### src/rtl/lsu.sv
// lsu: load/store unit that checks alignment, issues one word-aligned bus
// transaction per request and returns extended load data or store completion.
module lsu (
    input  logic        i_clock,
    input  logic        i_reset,
    input  logic        i_reqValid,
    input  logic        i_is_store,
    input  logic [1:0]  i_size,
    input  logic        i_is_unsigned,
    input  logic [31:0] i_addr,
    input  logic [31:0] i_wdata,
    output logic        o_respValid,
    output logic [31:0] o_rdata,
    output logic        o_err,
    output logic        o_mem_reqValid,
    input  logic        i_mem_reqReady,
    output logic        o_mem_wen,
    output logic [31:0] o_mem_addr,
    output logic [31:0] o_mem_wdata,
    output logic [3:0]  o_mem_wstrb,
    input  logic        i_mem_respValid,
    input  logic [31:0] i_mem_rdata
);
    typedef enum logic [1:0] {LSU_IDLE, LSU_REQ, LSU_WAIT, LSU_RESP} state_t;
    state_t      r_state, w_next;
    logic        r_is_store, r_is_unsigned, r_err;
    logic [1:0]  r_size;
    logic [31:0] r_addr, r_wdata, r_rdata;
    logic        w_mis, w_sign;
    logic [31:0] w_shifted, w_load;

    assign w_mis = (i_size == 2'b11) || (i_size == 2'b01 && i_addr[0]) ||
                   (i_size == 2'b10 && i_addr[1:0] != 2'b00);

    always_ff @(posedge i_clock or posedge i_reset)
        if (i_reset) r_state <= LSU_IDLE;
        else r_state <= w_next;

    always_comb begin
        w_next = r_state;
        case (r_state)
            LSU_IDLE: if (i_reqValid) w_next = w_mis ? LSU_RESP : LSU_REQ;
            LSU_REQ:  if (i_mem_reqReady) w_next = LSU_WAIT;
            LSU_WAIT: if (i_mem_respValid) w_next = LSU_RESP;
            default:  w_next = LSU_IDLE;
        endcase
    end

    assign w_shifted = i_mem_rdata >> {r_addr[1:0], 3'b000};
    assign w_sign    = ~r_is_unsigned & (r_size == 2'b00 ? w_shifted[7] : w_shifted[15]);
    assign w_load    = r_size == 2'b00 ? {{24{w_sign}}, w_shifted[7:0]} :
                       r_size == 2'b01 ? {{16{w_sign}}, w_shifted[15:0]} : w_shifted;

    always_ff @(posedge i_clock or posedge i_reset)
        if (i_reset) begin
            r_is_store    <= 1'b0;
            r_is_unsigned <= 1'b0;
            r_size        <= 2'b00;
            r_addr        <= '0;
            r_wdata       <= '0;
            r_rdata       <= '0;
            r_err         <= 1'b0;
        end else if (r_state == LSU_IDLE && i_reqValid) begin
            r_is_store    <= i_is_store;
            r_is_unsigned <= i_is_unsigned;
            r_size        <= i_size;
            r_addr        <= i_addr;
            r_wdata       <= i_wdata;
            // error responses are produced straight from idle; good ones update at bus response
            if (w_mis) begin
                r_err   <= 1'b1;
                r_rdata <= '0;
            end
        end else if (r_state == LSU_WAIT && i_mem_respValid) begin
            r_err   <= 1'b0;
            r_rdata <= r_is_store ? 32'd0 : w_load;
        end

    assign o_respValid    = r_state == LSU_RESP;
    assign o_rdata        = r_rdata;
    assign o_err          = r_err;
    assign o_mem_reqValid = r_state == LSU_REQ;
    assign o_mem_wen      = r_is_store;
    assign o_mem_addr     = {r_addr[31:2], 2'b00};
    assign o_mem_wdata    = r_size == 2'b00 ? {4{r_wdata[7:0]}} :
                            r_size == 2'b01 ? {2{r_wdata[15:0]}} : r_wdata;
    assign o_mem_wstrb    = !r_is_store     ? 4'b0000 :
                            r_size == 2'b00 ? 4'b0001 << r_addr[1:0] :
                            r_size == 2'b01 ? 4'b0011 << {r_addr[1], 1'b0} : 4'b1111;
endmodule
### config.mk
export PLATFORM = sky130hd
export DESIGN_NAME = lsu
export DESIGN_NICKNAME = d
export VERILOG_FILES = /design/src/rtl/lsu.sv
export SDC_FILE = /design/constraint.sdc
export NUM_CORES = 1
export LEC_CHECK = 0
export CORE_UTILIZATION = 30
export CTS_BUF_LIST = sky130_fd_sc_hd__clkbuf_4 sky130_fd_sc_hd__clkbuf_8
export DETAILED_ROUTE_END_ITERATION = 10
export SETUP_SLACK_MARGIN = 0.1
export SLEW_MARGIN = 20
export SYNTH_ARGS = -nofsm -noshare
export SYNTH_HDL_FRONTEND = slang
export SYNTH_SLANG_ARGS = --single-unit
### constraint.sdc
create_clock -name i_clock -period 4.7 [get_ports i_clock]
set_clock_uncertainty 0.05 [all_clocks]
set_input_delay 0.705 -clock i_clock [delete_from_list [all_inputs] [get_ports i_clock]]
set_output_delay 0.705 -clock i_clock [all_outputs]
set_load 0.02 [all_outputs]
# Yosys cells after proc, flatten, opt, wreduce, memory -nomap -nowiden
# Index checks and enable logic that the tools add are counted.
# Widths: inputs -> output; s select.
[totals]
latch_bits = 0
mem_count = 0
out_inout_bits = 104
ramBits = 0
word_cells = 56
reg_bits = 103
inputBits = 105
rom_bits = 0
[classes]
n_eq_ne = 11
bitwise_logic = 2
n_reduce_logical = 12
magnitude_cmp = 0
addsub = 0
n_div = 0
mul = 0
mux = 20
shift = 3
[ops]
columns = ["op", "count"]
rows = [
  ["$mux 32", 8],
  ["$shr 32x5->32", 1],
  ["$mux 4", 3],
  ["$eq 2x2->1 const B", 4],
  ["$mux 2", 4],
  ["$eq 2x1->1 const B", 3],
  ["$ne 2x2->1 const B", 3],
  ["$pmux 2 s3", 1],
  ["$logic_and 1x1->1", 4],
  ["$logic_not 2->1", 2],
  ["$mux 1", 4],
  ["$reduce_bool 2->1", 2],
  ["$shl 1x2->4 const A", 1],
  ["$shl 2x2->4 const A", 1],
  ["$reduce_and 3->1", 1],
  ["$logic_or 1x1->1", 2],
  ["$ne 2x1->1 const B", 1],
  ["$reduce_and 2->1", 1],
  ["$and 1x1->1", 1],
  ["$not 1->1", 1],
]

# Logic depth before layout (Yosys ltp)
[depth]
ltp_word = 8
depth_mapped = 7

# Worst setup path after synthesis
# No wires, ideal clock.
[synth_timing]
path_type = "register to output"
from = "register r_size[0]"
to = "output o_mem_wdata[24]"
path_stages_with_launch = 4
t_required_ps = 3945
path_slack_ps = 2548
arrival_ps = 1397
n_path_buf = 1
cell_sequence = "dfrtp_1 > buf_1 > mux2i_1 > o21ai_0"
[synth_between]
elab_chain_len = 3
elab_cells_between_ends = 4
classes_between = "1 x eq/ne; 2 x mux; 1 x reduce/logical"
[synth_rtl]
columns = ["element", "line", "source"]
rows = [
  ["from (decl)", "27", "logic [1:0] r_size;"],
  ["from (signal assigned)", "66", "r_size <= i_size;"],
  ["$eq 2x1->1", "86", "r_size == 2'b01 ? {2{r_wdata[15:0]}} : r_wdata;"],
  ["$mux 32", "86", ""],
  ["$mux 32 (*)", "85", "assign o_mem_wdata = r_size == 2'b00 ? {4{r_wdata[7:0]}} :"],
  ["to (decl)", "19", "output logic [31:0] o_mem_wdata,"],
]
# Mark *: on every way between the ends. The rest lies on a longest branch, timed or not.

# Final worst setup path
[layout_timing]
from = "register r_addr[1]"
to = "output o_mem_wstrb[3]"
[layout_between]
elab_chain_len = 4
elab_cells_between_ends = 5
classes_between = "2 x shift; 3 x mux"
[layout_rtl]
columns = ["element", "line", "source"]
rows = [
  ["from (decl)", "28", "logic [31:0] r_addr, r_wdata, r_rdata;"],
  ["from (signal assigned)", "67", "r_addr <= i_addr;"],
  ["$shl 2x2->4", "89", "r_size == 2'b01 ? 4'b0011 << {r_addr[1], 1'b0} : 4'b1111;"],
  ["$mux 4", "89", ""],
  ["$mux 4 (*)", "88", "r_size == 2'b00 ? 4'b0001 << r_addr[1:0] :"],
  ["$mux 4 (*)", "87", "assign o_mem_wstrb = !r_is_store ? 4'b0000 :"],
  ["to (decl)", "20", "output logic [3:0] o_mem_wstrb,"],
]
# Marked as above.

==> reports/qor.log <==
qor: setup_path.worstPathRequired 3.94 ns
qor: placed_design.detailedPlace.worstSlack 1.50 ns
qor: global_routing.grt_first_pass_wirelength 22400 um
qor: floorplan.initial_utilization 31.2%
qor: global_routing.grt-ovfl-total 0
qor: cts.max-clock-path-buffers 2
qor: placed_design.place.detailed.hpwl 10600 um
qor: cells_and_area.fillerInstances 1602
qor: setup_path.worstSetupPathType flop to output pin
qor: logic_synthesis.yosys_register_bits 103
qor: cts.tritoncts_clock_tree built
qor: cts.cts.repair_timing.setup_buffer_count 0
qor: floorplan.coreArea 16800 um^2
qor: setup_path.worst_setup_path_end_kind output pin
qor: sta.report.final.hold_viol_count 0
qor: sta.slew_headroom 41.9%
qor: drt.drt-initial-drc-count 131
qor: drt.detail_route.vias_per_cell 4.70
qor: pwr.power.share.switching 41.2%
qor: cells_and_area.fin_nets 708
qor: cts.path_clk_slew 0.10 ns
qor: cells_and_area.flow.area_growth_from_synthesis 41.1%
qor: logic_synthesis.post_synth_instance_area 5250 um^2
qor: sta.worstMarginPinSlew 0.865 ns
qor: sta.fmax 293 MHz
qor: outcome.outcome completed
qor: floorplan.die_area 18000 um^2
qor: sta.number_of_failing_setup_endpoints_in_the_final_timing_report 0
qor: drt.postRouteWirelength 14300 um
qor: pwr.clock_power_share 9.8%
qor: drt.ant_nets 0
qor: pwr.seq_power_share 30.8%
qor: drt.firstDrtPassIters 4
qor: pwr.total_power_divided_by_cell_area 708 nW/um^2
qor: logic_synthesis.synthesis.area_per_instance 11.9 um^2
qor: sta.period_share 72.5%
qor: drt.detail_route.wl_per_cell 17.4 um
qor: cts.tritoncts.num_buffers 9
qor: drt.via_count 3873
qor: cts.cts.hold.buffers_added 0
qor: job.cap_violations 0
qor: cts.root_buffer clkbuf_8
qor: logic_synthesis.post_synth_num_cell_types 33
qor: logic_synthesis.yosysWarningCount 0
qor: cts.clock_insertion_delay_worst_skew 0.38 ns
qor: pwr.cell_internal_pwr 3.08 mW
qor: global_routing.grt_use_total 16.2%
qor: pwr.power_frac_comb 59.3%
qor: cells_and_area.mostFrequentLayoutCells clkdlybuf4s50_1, dfrtp_1, mux2_2
qor: sta.rsz_0062_raised_after_global_routing false
qor: sta.post-route-min-period 3.41 ns
qor: pwr.p_sw 2.16 mW
qor: pwr.max-vdd-ir-drop 0.335 mV
qor: floorplan.ioPinCount 209
qor: global_routing.grt_start_max_net_pins 48
qor: placed_design.place_congestion 0.819
qor: global_routing.antenna_violations_before_repair 0
qor: sta.setup_total_negative_slack 0 ns
qor: logic_synthesis.synth_sequential_area_ratio 49.1%
qor: cts.number_of_levels_the_h_tree_was_split_into 3
qor: cells_and_area.layout-drive-gt1-share 20.4%
qor: setup_path.timing.critical_path.arrival 2.65 ns
qor: global_routing.first_global_vias 4095
qor: cells_and_area.n_antenna_cell 0
qor: sta.drv_slew 0
qor: setup_path.worstPathMaxFanout 31
qor: floorplan.die_height 134 um
qor: cts.postCtsResizedCells 0
qor: cells_and_area.final_common_cell clkdlybuf4s50_1
qor: pwr.leakage 3.11 nW
qor: cts.clkSinkCount 103
qor: setup_path.worstSetupStartpointType flop
qor: floorplan.std_cell_rows 47
qor: placed_design.io_buffers 206
qor: floorplan.chipWidth 134 um
qor: sta.postLayoutSetupSlackWorst 1.29 ns
qor: drt.drc_errors 0
qor: logic_synthesis.synth_cells 441
qor: worst_hold_path.hold_path_class flop to flop
## worst max-delay path, cell delays in order (launching register included)
cell	delay, ns
dfrtp_1	0.89
inv_1	0.42
nor2_1	0.19
o21a_1	0.13
clkdlybuf4s50_1	0.65
## state kept, by name, indices dropped and copies added (netlist names)
| signal | flops |
|---|---|
| o_err | 1 |
| o_mem_wen | 1 |
| o_rdata | 32 |
| r_addr | 32 |
| r_is_unsigned | 1 |
| r_size | 2 |
| r_state | 2 |
| r_wdata | 32 |
## per-stage QoR
stage	utilization (%)	power (mW)	cells	area (um^2)	hold WS, ns
2_1_floorplan	-	3.66	442	5250	0.424
3_3_place_gp	43.0	4.71	808	7220	0.427
3_5_place_dp	43.0	4.77	808	7220	0.437
4_1_cts	44.0	5.31	824	7400	0.459
5_1_grt	44.0	5.58	824	7400	0.480
6_report	44.0	5.24	824	7400	0.455
## cells in the mapped netlist
master    instances  area share [%]
nand2b_1          2            0.24
nor3b_1           1            0.14
clkbuf_1         11            0.79
and2b_1           1            0.14
a21oi_1          10            0.95
a31oi_1           2            0.24
a22o_2            6             1.1
nor2b_1           4            0.48
o21a_1            3            0.43
a221oi_4          2             1.0
buf_2            10            0.95
nor3_2            1            0.19
mux2_4            1            0.29
mux2_2           86              18
conb_1            1           0.071
o21ai_0          24             2.3
or2_1             1            0.12
inv_1             8            0.57
a222oi_1          1            0.19
nor2_1            7            0.50
ha_1              4            0.95
buf_6             2            0.43
nand3_1           1           0.095
buf_1             3            0.21
nand2_1          46             3.3
nor3_1            2            0.19
dfrtp_1         103              49
o211ai_1          1            0.14
mux2i_1          30             5.7
a32o_1            7             1.3
nor4_4            1            0.41
buf_4            40             5.7
a22o_1           19             3.2
## area by class of cell
type / count / area (um^2) / share of cell area, %
sequential: 103 / 2580 / 34.8
multi-input combinational: 265 / 2230 / 30.1
timing repair buffer: 212 / 2110 / 28.5
clock inverter: 5 / 33.8 / 0.456
tap: 220 / 275 / 3.72
inverter: 8 / 32.5 / 0.439
clock buffer: 11 / 145 / 1.96
## cells by family (layout without fill, tap and decap cells)
kind of cell / Yosys count / after routing / share of synthesized area [%]
AOI/OAI and AO/OA: 75 / 75 / 10.9
muxes: 117 / 117 / 24.5
and+or+nand+nor: 67 / 67 / 5.80
buffers and inverters: 74 / 236 / 8.68
other: 1 / 2 / 0.0715
DFF: 103 / 103 / 49.1
adders and majority gates: 4 / 4 / 0.954
## power by group through the flow
| stage | Clock (mW) | Sequential (mW) | Combinational (mW) |
|---|---|---|---|
| floorplan | 0 | 1.60 | 2.05 |
| global placement | 0 | 1.62 | 3.09 |
| detailed placement | 0 | 1.63 | 3.13 |
| CTS | 0.543 | 1.62 | 3.14 |
| global route | 0.573 | 1.68 | 3.32 |
| finish | 0.516 | 1.62 | 3.11 |
## layer usage
metal  GRT usage, %  share of wire [%]  vias up
met5              0                  0        -
met3           5.22                7.2       14
li1               -                  -     1833
met1           20.0                 43     1899
met2           26.8                 48      127
met4           5.18                1.5        0
## final timing paths
| check | startpoint | endpoint | slack (ns) | cells after the start |
|---|---|---|---|---|
| worst min-delay path | o_rdata[6] | o_rdata[6] | 0.46 | 1 |
| worst max register to register | r_state[0] | o_rdata[28] | 2.02 | 8 |
| max in group asynchronous | i_reset | r_addr[21] | 3.04 | 3 |
| min in group asynchronous | i_reset | o_rdata[31] | 0.67 | 2 |
| worst max-delay path | r_addr[1] | o_mem_wstrb[3] | 1.29 | 4 |
| worst min register to register | o_rdata[6] | o_rdata[6] | 0.46 | 1 |
Power figures use the tool's default switching activity.
